--- src/rtl/sid_filter_mc_if.sv ---
`timescale 1ns/1ps
// Signal bundle for sid_filter_mc: per-channel register images and sources
// packed channel-major (channel k at bits [W*k +: W]), plus the result and
// status outputs. The SID core side drives the master modport.
interface sid_filter_mc_if #(
  parameter int CHANNELS = 2,
  parameter int VW       = 22
);
  logic                   start;
  logic [CHANNELS-1:0]    mode;
  logic [16*CHANNELS-1:0] F0;
  logic [8*CHANNELS-1:0]  Res_Filt;
  logic [8*CHANNELS-1:0]  Mode_Vol;
  logic [VW*CHANNELS-1:0] voice1;
  logic [VW*CHANNELS-1:0] voice2;
  logic [VW*CHANNELS-1:0] voice3;
  logic [VW*CHANNELS-1:0] ext_in;
  logic [18*CHANNELS-1:0] audio;
  logic                   audio_valid;
  logic                   busy;
  logic                   overrun;

  modport master (
    output start, mode, F0, Res_Filt, Mode_Vol, voice1, voice2, voice3, ext_in,
    input  audio, audio_valid, busy, overrun
  );

  modport slave (
    input  start, mode, F0, Res_Filt, Mode_Vol, voice1, voice2, voice3, ext_in,
    output audio, audio_valid, busy, overrun
  );
endinterface

--- src/rtl/sid_filter_mc.sv ---
`timescale 1ns/1ps
// sid_filter_mc: CHANNELS state-variable SID filters time-sharing a single
// signed 16x16 multiply-accumulate unit. A start strobe runs every channel
// through MUX -> LP -> BP -> HP -> VOL -> NEXT, one cycle per step.
// Optional build macro SID_FILTER_MIXER_DC_EN adds the 6581 mixer DC offset
// to the direct path of channels in 6581 mode.
module sid_filter_mc #(
  parameter int CHANNELS = 2,
  parameter int VW       = 22
) (
  input  logic           clk,
  input  logic           reset,
  sid_filter_mc_if.slave bus
);

  // Sources are scaled down to the 16-bit filter domain by this shift.
  localparam int SH = VW - 15;
  // Sum of four sources plus the DC term needs three extra bits.
  localparam int SW = VW + 3;
  localparam logic [1:0] LAST_CH = 2'(CHANNELS - 1);

  typedef enum logic [2:0] {IDLE, MUX, LP, BP, HP, VOL, NEXT} state_t;

  // Saturate a wide signed value to the 16-bit filter range.
  function automatic logic signed [15:0] clamp16(input logic signed [19:0] x);
    if (x > 20'sd32767)
      return 16'sh7FFF;
    else if (x < -20'sd32768)
      return 16'sh8000;
    else
      return x[15:0];
  endfunction

  // 1024/Q by {mode, resonance}: 6581 uses 1/(0.707 + res/8),
  // 8580 uses 2^((4 - res)/8).
  function automatic logic signed [15:0] q_inv(input logic [4:0] idx);
    case (idx)
      5'd0:    return 16'sd1448;
      5'd1:    return 16'sd1231;
      5'd2:    return 16'sd1070;
      5'd3:    return 16'sd946;
      5'd4:    return 16'sd848;
      5'd5:    return 16'sd769;
      5'd6:    return 16'sd703;
      5'd7:    return 16'sd647;
      5'd8:    return 16'sd600;
      5'd9:    return 16'sd559;
      5'd10:   return 16'sd523;
      5'd11:   return 16'sd492;
      5'd12:   return 16'sd464;
      5'd13:   return 16'sd439;
      5'd14:   return 16'sd417;
      5'd15:   return 16'sd397;
      5'd16:   return 16'sd1448;
      5'd17:   return 16'sd1328;
      5'd18:   return 16'sd1218;
      5'd19:   return 16'sd1117;
      5'd20:   return 16'sd1024;
      5'd21:   return 16'sd939;
      5'd22:   return 16'sd861;
      5'd23:   return 16'sd790;
      5'd24:   return 16'sd724;
      5'd25:   return 16'sd664;
      5'd26:   return 16'sd609;
      5'd27:   return 16'sd558;
      5'd28:   return 16'sd512;
      5'd29:   return 16'sd470;
      5'd30:   return 16'sd431;
      default: return 16'sd395;
    endcase
  endfunction

  state_t state, state_nx;
  logic [1:0] ch;

  // Per-channel views of the packed buses; slots beyond CHANNELS read as 0
  // so a 2-bit channel index can address them without width games.
  logic                 mode_c [4];
  logic [15:0]          f0_c   [4];
  logic [7:0]           rf_c   [4];
  logic [7:0]           mv_c   [4];
  logic signed [VW-1:0] v1_c   [4];
  logic signed [VW-1:0] v2_c   [4];
  logic signed [VW-1:0] v3_c   [4];
  logic signed [VW-1:0] ext_c  [4];
  logic [17:0]          audio_r [4];

  for (genvar k = 0; k < 4; k++) begin : g_ch
    if (k < CHANNELS) begin : g_used
      assign mode_c[k] = bus.mode[k];
      assign f0_c[k]   = bus.F0[16*k +: 16];
      assign rf_c[k]   = bus.Res_Filt[8*k +: 8];
      assign mv_c[k]   = bus.Mode_Vol[8*k +: 8];
      assign v1_c[k]   = bus.voice1[VW*k +: VW];
      assign v2_c[k]   = bus.voice2[VW*k +: VW];
      assign v3_c[k]   = bus.voice3[VW*k +: VW];
      assign ext_c[k]  = bus.ext_in[VW*k +: VW];
      assign bus.audio[18*k +: 18] = audio_r[k];
    end else begin : g_unused
      assign mode_c[k] = 1'b0;
      assign f0_c[k]   = '0;
      assign rf_c[k]   = '0;
      assign mv_c[k]   = '0;
      assign v1_c[k]   = '0;
      assign v2_c[k]   = '0;
      assign v3_c[k]   = '0;
      assign ext_c[k]  = '0;
    end
  end

  // Filter state per channel, plus operands latched for the current channel.
  logic signed [15:0] vlp_r [4];
  logic signed [15:0] vbp_r [4];
  logic signed [15:0] vhp_r [4];
  logic signed [16:0] vi;
  logic signed [17:0] vd;
  logic signed [15:0] f0_p0;
  logic signed [15:0] q_p0;
  logic signed [15:0] vol_b_p0;
  logic [3:0]         vol_a_p0;
  logic               vld_p0;
  logic               overrun_r;

  assign bus.busy        = (state != IDLE);
  assign bus.audio_valid = vld_p0;
  assign bus.overrun     = overrun_r;

  // Sequencer state register.
  always_ff @(posedge clk or posedge reset) begin
    if (reset)
      state <= IDLE;
    else
      state <= state_nx;
  end

  // Sequencer next state: fixed one-cycle steps, channels visited in order.
  always_comb begin
    state_nx = state;
    case (state)
      IDLE:    if (bus.start) state_nx = MUX;
      MUX:     state_nx = LP;
      LP:      state_nx = BP;
      BP:      state_nx = HP;
      HP:      state_nx = VOL;
      VOL:     state_nx = NEXT;
      NEXT:    state_nx = (ch == LAST_CH) ? IDLE : MUX;
      default: state_nx = IDLE;
    endcase
  end

  // Source routing: filter bits pick the filter input, the rest go direct
  // (voice3 can be muted from the direct path by the 3OFF bit).
  logic signed [SW-1:0] sum_f, sum_d;
  always_comb begin
    sum_f = '0;
    sum_d = '0;
    if (rf_c[ch][0]) sum_f = sum_f + SW'(v1_c[ch]);
    else             sum_d = sum_d + SW'(v1_c[ch]);
    if (rf_c[ch][1]) sum_f = sum_f + SW'(v2_c[ch]);
    else             sum_d = sum_d + SW'(v2_c[ch]);
    if (rf_c[ch][2]) sum_f = sum_f + SW'(v3_c[ch]);
    else if (!mv_c[ch][7]) sum_d = sum_d + SW'(v3_c[ch]);
    if (rf_c[ch][3]) sum_f = sum_f + SW'(ext_c[ch]);
    else             sum_d = sum_d + SW'(ext_c[ch]);
`ifdef SID_FILTER_MIXER_DC_EN
    if (!mode_c[ch]) sum_d = sum_d - SW'(58254);
`endif
  end

  // Output mix: direct path plus the selected filter taps.
  logic signed [19:0] vol_sum;
  always_comb begin
    vol_sum = 20'(vd);
    if (mv_c[ch][4]) vol_sum = vol_sum + 20'(vlp_r[ch]);
    if (mv_c[ch][5]) vol_sum = vol_sum + 20'(vbp_r[ch]);
    if (mv_c[ch][6]) vol_sum = vol_sum + 20'(vhp_r[ch]);
  end

  // Shared multiply-accumulate: operands steered by the sequencer step.
  logic signed [15:0] mul_a, mul_b;
  logic signed [31:0] mul_c, prod, mul_o;
  logic               mul_sub;
  always_comb begin
    mul_a   = '0;
    mul_b   = '0;
    mul_c   = '0;
    mul_sub = 1'b0;
    case (state)
      LP: begin
        mul_a   = signed'(f0_c[ch]);
        mul_b   = vbp_r[ch];
        mul_sub = 1'b1;
      end
      BP: begin
        mul_a   = f0_p0;
        mul_b   = vhp_r[ch];
        mul_sub = 1'b1;
      end
      HP: begin
        mul_a = q_p0;
        mul_b = vbp_r[ch];
        mul_c = -((32'(vlp_r[ch]) + 32'(vi)) <<< 10);
      end
      NEXT: begin
        mul_a = signed'({12'd0, vol_a_p0});
        mul_b = vol_b_p0;
      end
      default: ;
    endcase
    prod  = 32'(mul_a) * 32'(mul_b);
    mul_o = mul_sub ? (mul_c - prod) : (mul_c + prod);
  end

  // Datapath and status registers, advanced by the sequencer step.
  always_ff @(posedge clk or posedge reset) begin
    if (reset) begin
      ch        <= '0;
      vi        <= '0;
      vd        <= '0;
      f0_p0     <= '0;
      q_p0      <= '0;
      vol_a_p0  <= '0;
      vol_b_p0  <= '0;
      vld_p0    <= 1'b0;
      overrun_r <= 1'b0;
      for (int k = 0; k < 4; k++) begin
        vlp_r[k]   <= '0;
        vbp_r[k]   <= '0;
        vhp_r[k]   <= '0;
        audio_r[k] <= '0;
      end
    end else begin
      vld_p0 <= 1'b0;
      if (bus.start && (state != IDLE))
        overrun_r <= 1'b1;
      case (state)
        IDLE: ch <= '0;
        // MUX: scale sources and fetch this channel's damping factor.
        MUX: begin
          vi   <= 17'(sum_f >>> SH);
          vd   <= 18'(sum_d >>> SH);
          q_p0 <= q_inv({mode_c[ch], rf_c[ch][7:4]});
        end
        // LP: integrate band-pass into low-pass; keep F0 for the BP step.
        LP: begin
          vlp_r[ch] <= clamp16(20'(vlp_r[ch]) + 20'(mul_o >>> 17));
          f0_p0     <= signed'(f0_c[ch]);
        end
        // BP: integrate high-pass into band-pass.
        BP: vbp_r[ch] <= clamp16(20'(vbp_r[ch]) + 20'(mul_o >>> 17));
        // HP: high-pass from the fresh low-pass and band-pass values.
        HP: vhp_r[ch] <= clamp16(20'(signed'(mul_o[26:10])));
        // VOL: register mix and volume so the multiply runs next cycle.
        VOL: begin
          vol_b_p0 <= clamp16(vol_sum);
          vol_a_p0 <= mv_c[ch][3:0];
        end
        // NEXT: scaled output lands in this channel's audio slot.
        NEXT: begin
          audio_r[ch] <= mul_o[19:2];
          if (ch == LAST_CH)
            vld_p0 <= 1'b1;
          else
            ch <= ch + 2'd1;
        end
        default: ;
      endcase
    end
  end

endmodule
--- src/flat_wrapper.sv ---
// flat-port wrapper written by rule: the top's interface ports become plain ports
module sid_filter_mc_flat 
#(
  parameter int CHANNELS = 2,
  parameter int VW       = 22
)
  (clk, reset, bus_start, bus_mode, bus_F0, bus_Res_Filt, bus_Mode_Vol, bus_voice1, bus_voice2, bus_voice3, bus_ext_in, bus_audio, bus_audio_valid, bus_busy, bus_overrun);
  sid_filter_mc_if #(.CHANNELS(CHANNELS), .VW(VW)) bus_i ();
  input  logic clk;
  input  logic reset;
  input wire logic [$bits(bus_i.start)-1:0] bus_start;
  input wire logic [$bits(bus_i.mode)-1:0] bus_mode;
  input wire logic [$bits(bus_i.F0)-1:0] bus_F0;
  input wire logic [$bits(bus_i.Res_Filt)-1:0] bus_Res_Filt;
  input wire logic [$bits(bus_i.Mode_Vol)-1:0] bus_Mode_Vol;
  input wire logic [$bits(bus_i.voice1)-1:0] bus_voice1;
  input wire logic [$bits(bus_i.voice2)-1:0] bus_voice2;
  input wire logic [$bits(bus_i.voice3)-1:0] bus_voice3;
  input wire logic [$bits(bus_i.ext_in)-1:0] bus_ext_in;
  output wire logic [$bits(bus_i.audio)-1:0] bus_audio;
  output wire logic [$bits(bus_i.audio_valid)-1:0] bus_audio_valid;
  output wire logic [$bits(bus_i.busy)-1:0] bus_busy;
  output wire logic [$bits(bus_i.overrun)-1:0] bus_overrun;
  assign bus_i.start = bus_start;
  assign bus_i.mode = bus_mode;
  assign bus_i.F0 = bus_F0;
  assign bus_i.Res_Filt = bus_Res_Filt;
  assign bus_i.Mode_Vol = bus_Mode_Vol;
  assign bus_i.voice1 = bus_voice1;
  assign bus_i.voice2 = bus_voice2;
  assign bus_i.voice3 = bus_voice3;
  assign bus_i.ext_in = bus_ext_in;
  assign bus_audio = bus_i.audio;
  assign bus_audio_valid = bus_i.audio_valid;
  assign bus_busy = bus_i.busy;
  assign bus_overrun = bus_i.overrun;
  sid_filter_mc #(.CHANNELS(CHANNELS), .VW(VW)) u_core (.clk(clk), .reset(reset), .bus(bus_i));
endmodule
--- config.mk ---
export PLATFORM = sky130hd
export DESIGN_NAME = sid_filter_mc_flat
export DESIGN_NICKNAME = d
export VERILOG_FILES = /design/src/rtl/sid_filter_mc_if.sv /design/src/rtl/sid_filter_mc.sv /design/src/flat_wrapper.sv
export SDC_FILE = /design/constraint.sdc
export NUM_CORES = 2
export LEC_CHECK = 0
export ABC_AREA = 1
export CORE_ASPECT_RATIO = 0.8
export CORE_MARGIN = 2
export CORE_UTILIZATION = 50
export DETAILED_ROUTE_END_ITERATION = 10
export MAX_ROUTING_LAYER = met4
export PLACE_DENSITY = 0.74
export SLEW_MARGIN = 25
export SYNTH_ARGS = -nofsm -noshare
export SYNTH_HDL_FRONTEND = slang
export SYNTH_SLANG_ARGS = --single-unit
--- constraint.sdc ---
create_clock -name clk -period 12 [get_ports clk]
set_clock_uncertainty 0.05 [all_clocks]
set_input_delay 1.2 -clock clk [delete_from_list [all_inputs] [get_ports clk]]
set_output_delay 1.2 -clock clk [all_outputs]
set_load 0.02 [all_outputs]
==> metrics.txt <==
site row count=96; r2r setup slk=0.55 ns; Req. time, crit path=12.41 ns; most frequent CP cell=nand2_1; FILL cells=around 8300; fin area=about 50000 µm²; share of cells above drive strength 1=6.03%; die width=~330 µm; Final ANT Viol Nets=0; Hold Path Depth=1; starting density of the core=50.6%; syn avg cell area=around 6.5 µm²; number of synthesized flops with an enable pin=0; max incr delay on CP=0.59 ns; Avg Vias per Cell=5.73; number of cells on the worst reg-to-reg path=52; GP Congestion=1.07; Achievable Freq=87.3 MHz; Max Buffers Root-to-Sink=3; synthesized area=about 43000 µm²; final hold viol count=0; worst r2r dst=u_core.vlp_r[55]$_DFFE_PP0P_; IO Port Bufs=around 280; Slew HR=12.6%; critical path arrival=between 10 and 15 ns; IO Pins=284; Max FO, Critical Path=46; register area=7940 µm²; detailed placement HPWL=133 mm; CP Class=flop to flop; clock latency on the worst-skew pair=0.58 ns; vias=46600; Hold Path End=u_core.bus.overrun$_DFFE_PP0P_; synth unique cells=59; R2R Path Start=u_core.ch[0]$_DFFE_PP0P_; footprint of the multi-input gates=31500 µm²; fin. max-slew vios=0; sequential area share after synthesis=18.2%; final design utilization=58.4%; Reg clk slew, reported paths=0.06 ns; wire per inst=20.1 µm; main flop type after synthesis=dfrtp_1; outcome=completed; Net Count, Synth=7535; Area after DPL=48500 µm²; Critical Path Start Type=flop; CP bufs+invs=11; CTS tree=yes; clk sinks=317; hold buffers post-CTS=0; endpoints failing setup=0; most common cell after layout, fill and taps aside=nand2_1; total gr overflow=0; crit share post-route=about 95%; first-pass GRT wire length=about 250 mm; maxcap violations=0; htree depth=2; minimum clock period=11.45 ns; flops & latches, synth=317; Crit-path slowest cell=dfrtp_4; GR Util All Layers=between 30% and 40%; warnings from Yosys=0; Worst setup EP type=flop; Die ar.=89400 µm²; root buffer cell=clkbuf_16; min-delay src=u_core.bus.overrun$_DFFE_PP0P_; Pre-antenna DRT Iters=6; Crit path max-delay family=adder cells; final layout net count=7849; initial antenna violation count=2; Remaining DRCs=0; most frequent cells in the layout=1847 x nand2_1, 926 x inv_1, 654 x nor2_1; Num CTS Buffers=36; vias in the first global route=41500; 1st-iter DRT viols=between 6000 and 7000; WL final=~160 mm; Async S/R FF share, synth=100%; largest net degree at the start of global routing=132; Worst-Margin Slew=1.30 ns; worst hold path class=flop to flop; Die Ht=around 270 µm; Syn Inst Count=6658; Area Overhead vs Synth=15.5%; Core ar.=roughly 86000 µm²
==> final cells by class <==
cell class | count | area share (%)
Sequential cell | 317 | 15.8
Multi-Input combinational cell | 5183 | 62.8
Tap cell | 1127 | 2.81
Clock buffer | 45 | 1.94
Clock inverter | 21 | 0.523
Timing Repair Buffer | 487 | 9.01
Inverter | 947 | 7.15
Antenna cell | 1 | 0.00498
==> routing by layer <==
layer	track usage, %	wire [µm]	vias up
met5	-	0	-
met4	4.99	2400	0
met3	11.0	23100	168
met2	46.5	60900	2510
met1	57.1	77000	21800
li1	-	-	22100
==> kinds of logic (layout without fill, tap and decap cells) <==
kind of cell    Yosys count  count (layout)  synth area share [%]
simple gates           3037            3037                  28.4
flops                   317             317                  18.2
xor+xnor                189             189                  3.81
buf+inv                1158            1500                  10.1
other cells               0               1                     0
fa+ha+maj               632             632                  22.9
compound gates         1321            1321                  16.5
mux                       4               4                0.0921
==> worst max-delay path by stage <==
stage	startpoint	end	slack, ns	depth (start not counted)
2_1_floorplan	u_core.ch[0]$_DFFE_PP0P_	u_core.vbp_r[1]$_DFFE_PP0P_	1.19	52
3_3_place_gp	bus_F0[14]	u_core.vbp_r[29]$_DFFE_PP0P_	-0.11	50
3_5_place_dp	bus_F0[31]	u_core.vbp_r[12]$_DFFE_PP0P_	-0.19	49
4_1_cts	u_core.ch[1]$_DFFE_PP0P_	u_core.vbp_r[29]$_DFFE_PP0P_	0.02	50
5_1_grt	u_core.ch[0]$_DFFE_PP0P_	u_core.vbp_r[24]$_DFFE_PP0P_	-0.003	57
6_report	u_core.ch[0]$_DFFE_PP0P_	u_core.vlp_r[55]$_DFFE_PP0P_	0.55	52
==> metrics by stage <==
| stage | worst slack [ns] | std cells | setup TNS, ns | hold slack (ns) |
|---|---|---|---|---|
| after floorplan | 1.19 | 6658 | 0 | 0.394 |
| after global placement | -0.111 | 8049 | -1.21 | 0.390 |
| after detailed placement | -0.189 | 8049 | -3.77 | 0.394 |
| after CTS | 0.0181 | 8115 | 0 | 0.413 |
| after global routing | -0.00335 | 8128 | -0.00335 | 0.428 |
| final | 0.547 | 8128 | 0 | 0.406 |
==> repair_timing <==
action | 4_1_cts | 5_1_grt
setup endpoints to repair | 0 | 128
endpoints found under the hold margin | 0 | 0
setup buffers | 0 | 10
resized for setup | 0 | 85
==> synth_stat cells (66+ instances only) <==
library cell	count	share of area [%]
nor3_1	66	0.76
inv_1	930	8.0
dfrtp_1	317	18
nand2_1	1853	16
fa_1	272	13
xor2_1	118	2.4
a21oi_1	402	4.6
nor2_1	664	5.7
xnor2_1	71	1.4
o21ai_0	652	7.5
clkbuf_1	185	1.6
nand3_1	273	3.1
ha_1	360	10
==> sequential cells by signal, indices dropped and copies added, names as in the netlist, 3 cells and up <==
register and count:
u_core.bus.audio 36, u_core.state 3, u_core.vol_a_p0 4, u_core.vol_b_p0 16, u_core.vlp_r 64, u_core.vd 18
u_core.vi 17, u_core.vhp_r 64, u_core.vbp_r 64, u_core.f0_p0 16, u_core.q_p0 11
Power is left out: the tool's default activity adds up to more than one toggle a clock period on the data nets, which glitch-free logic cannot reach.
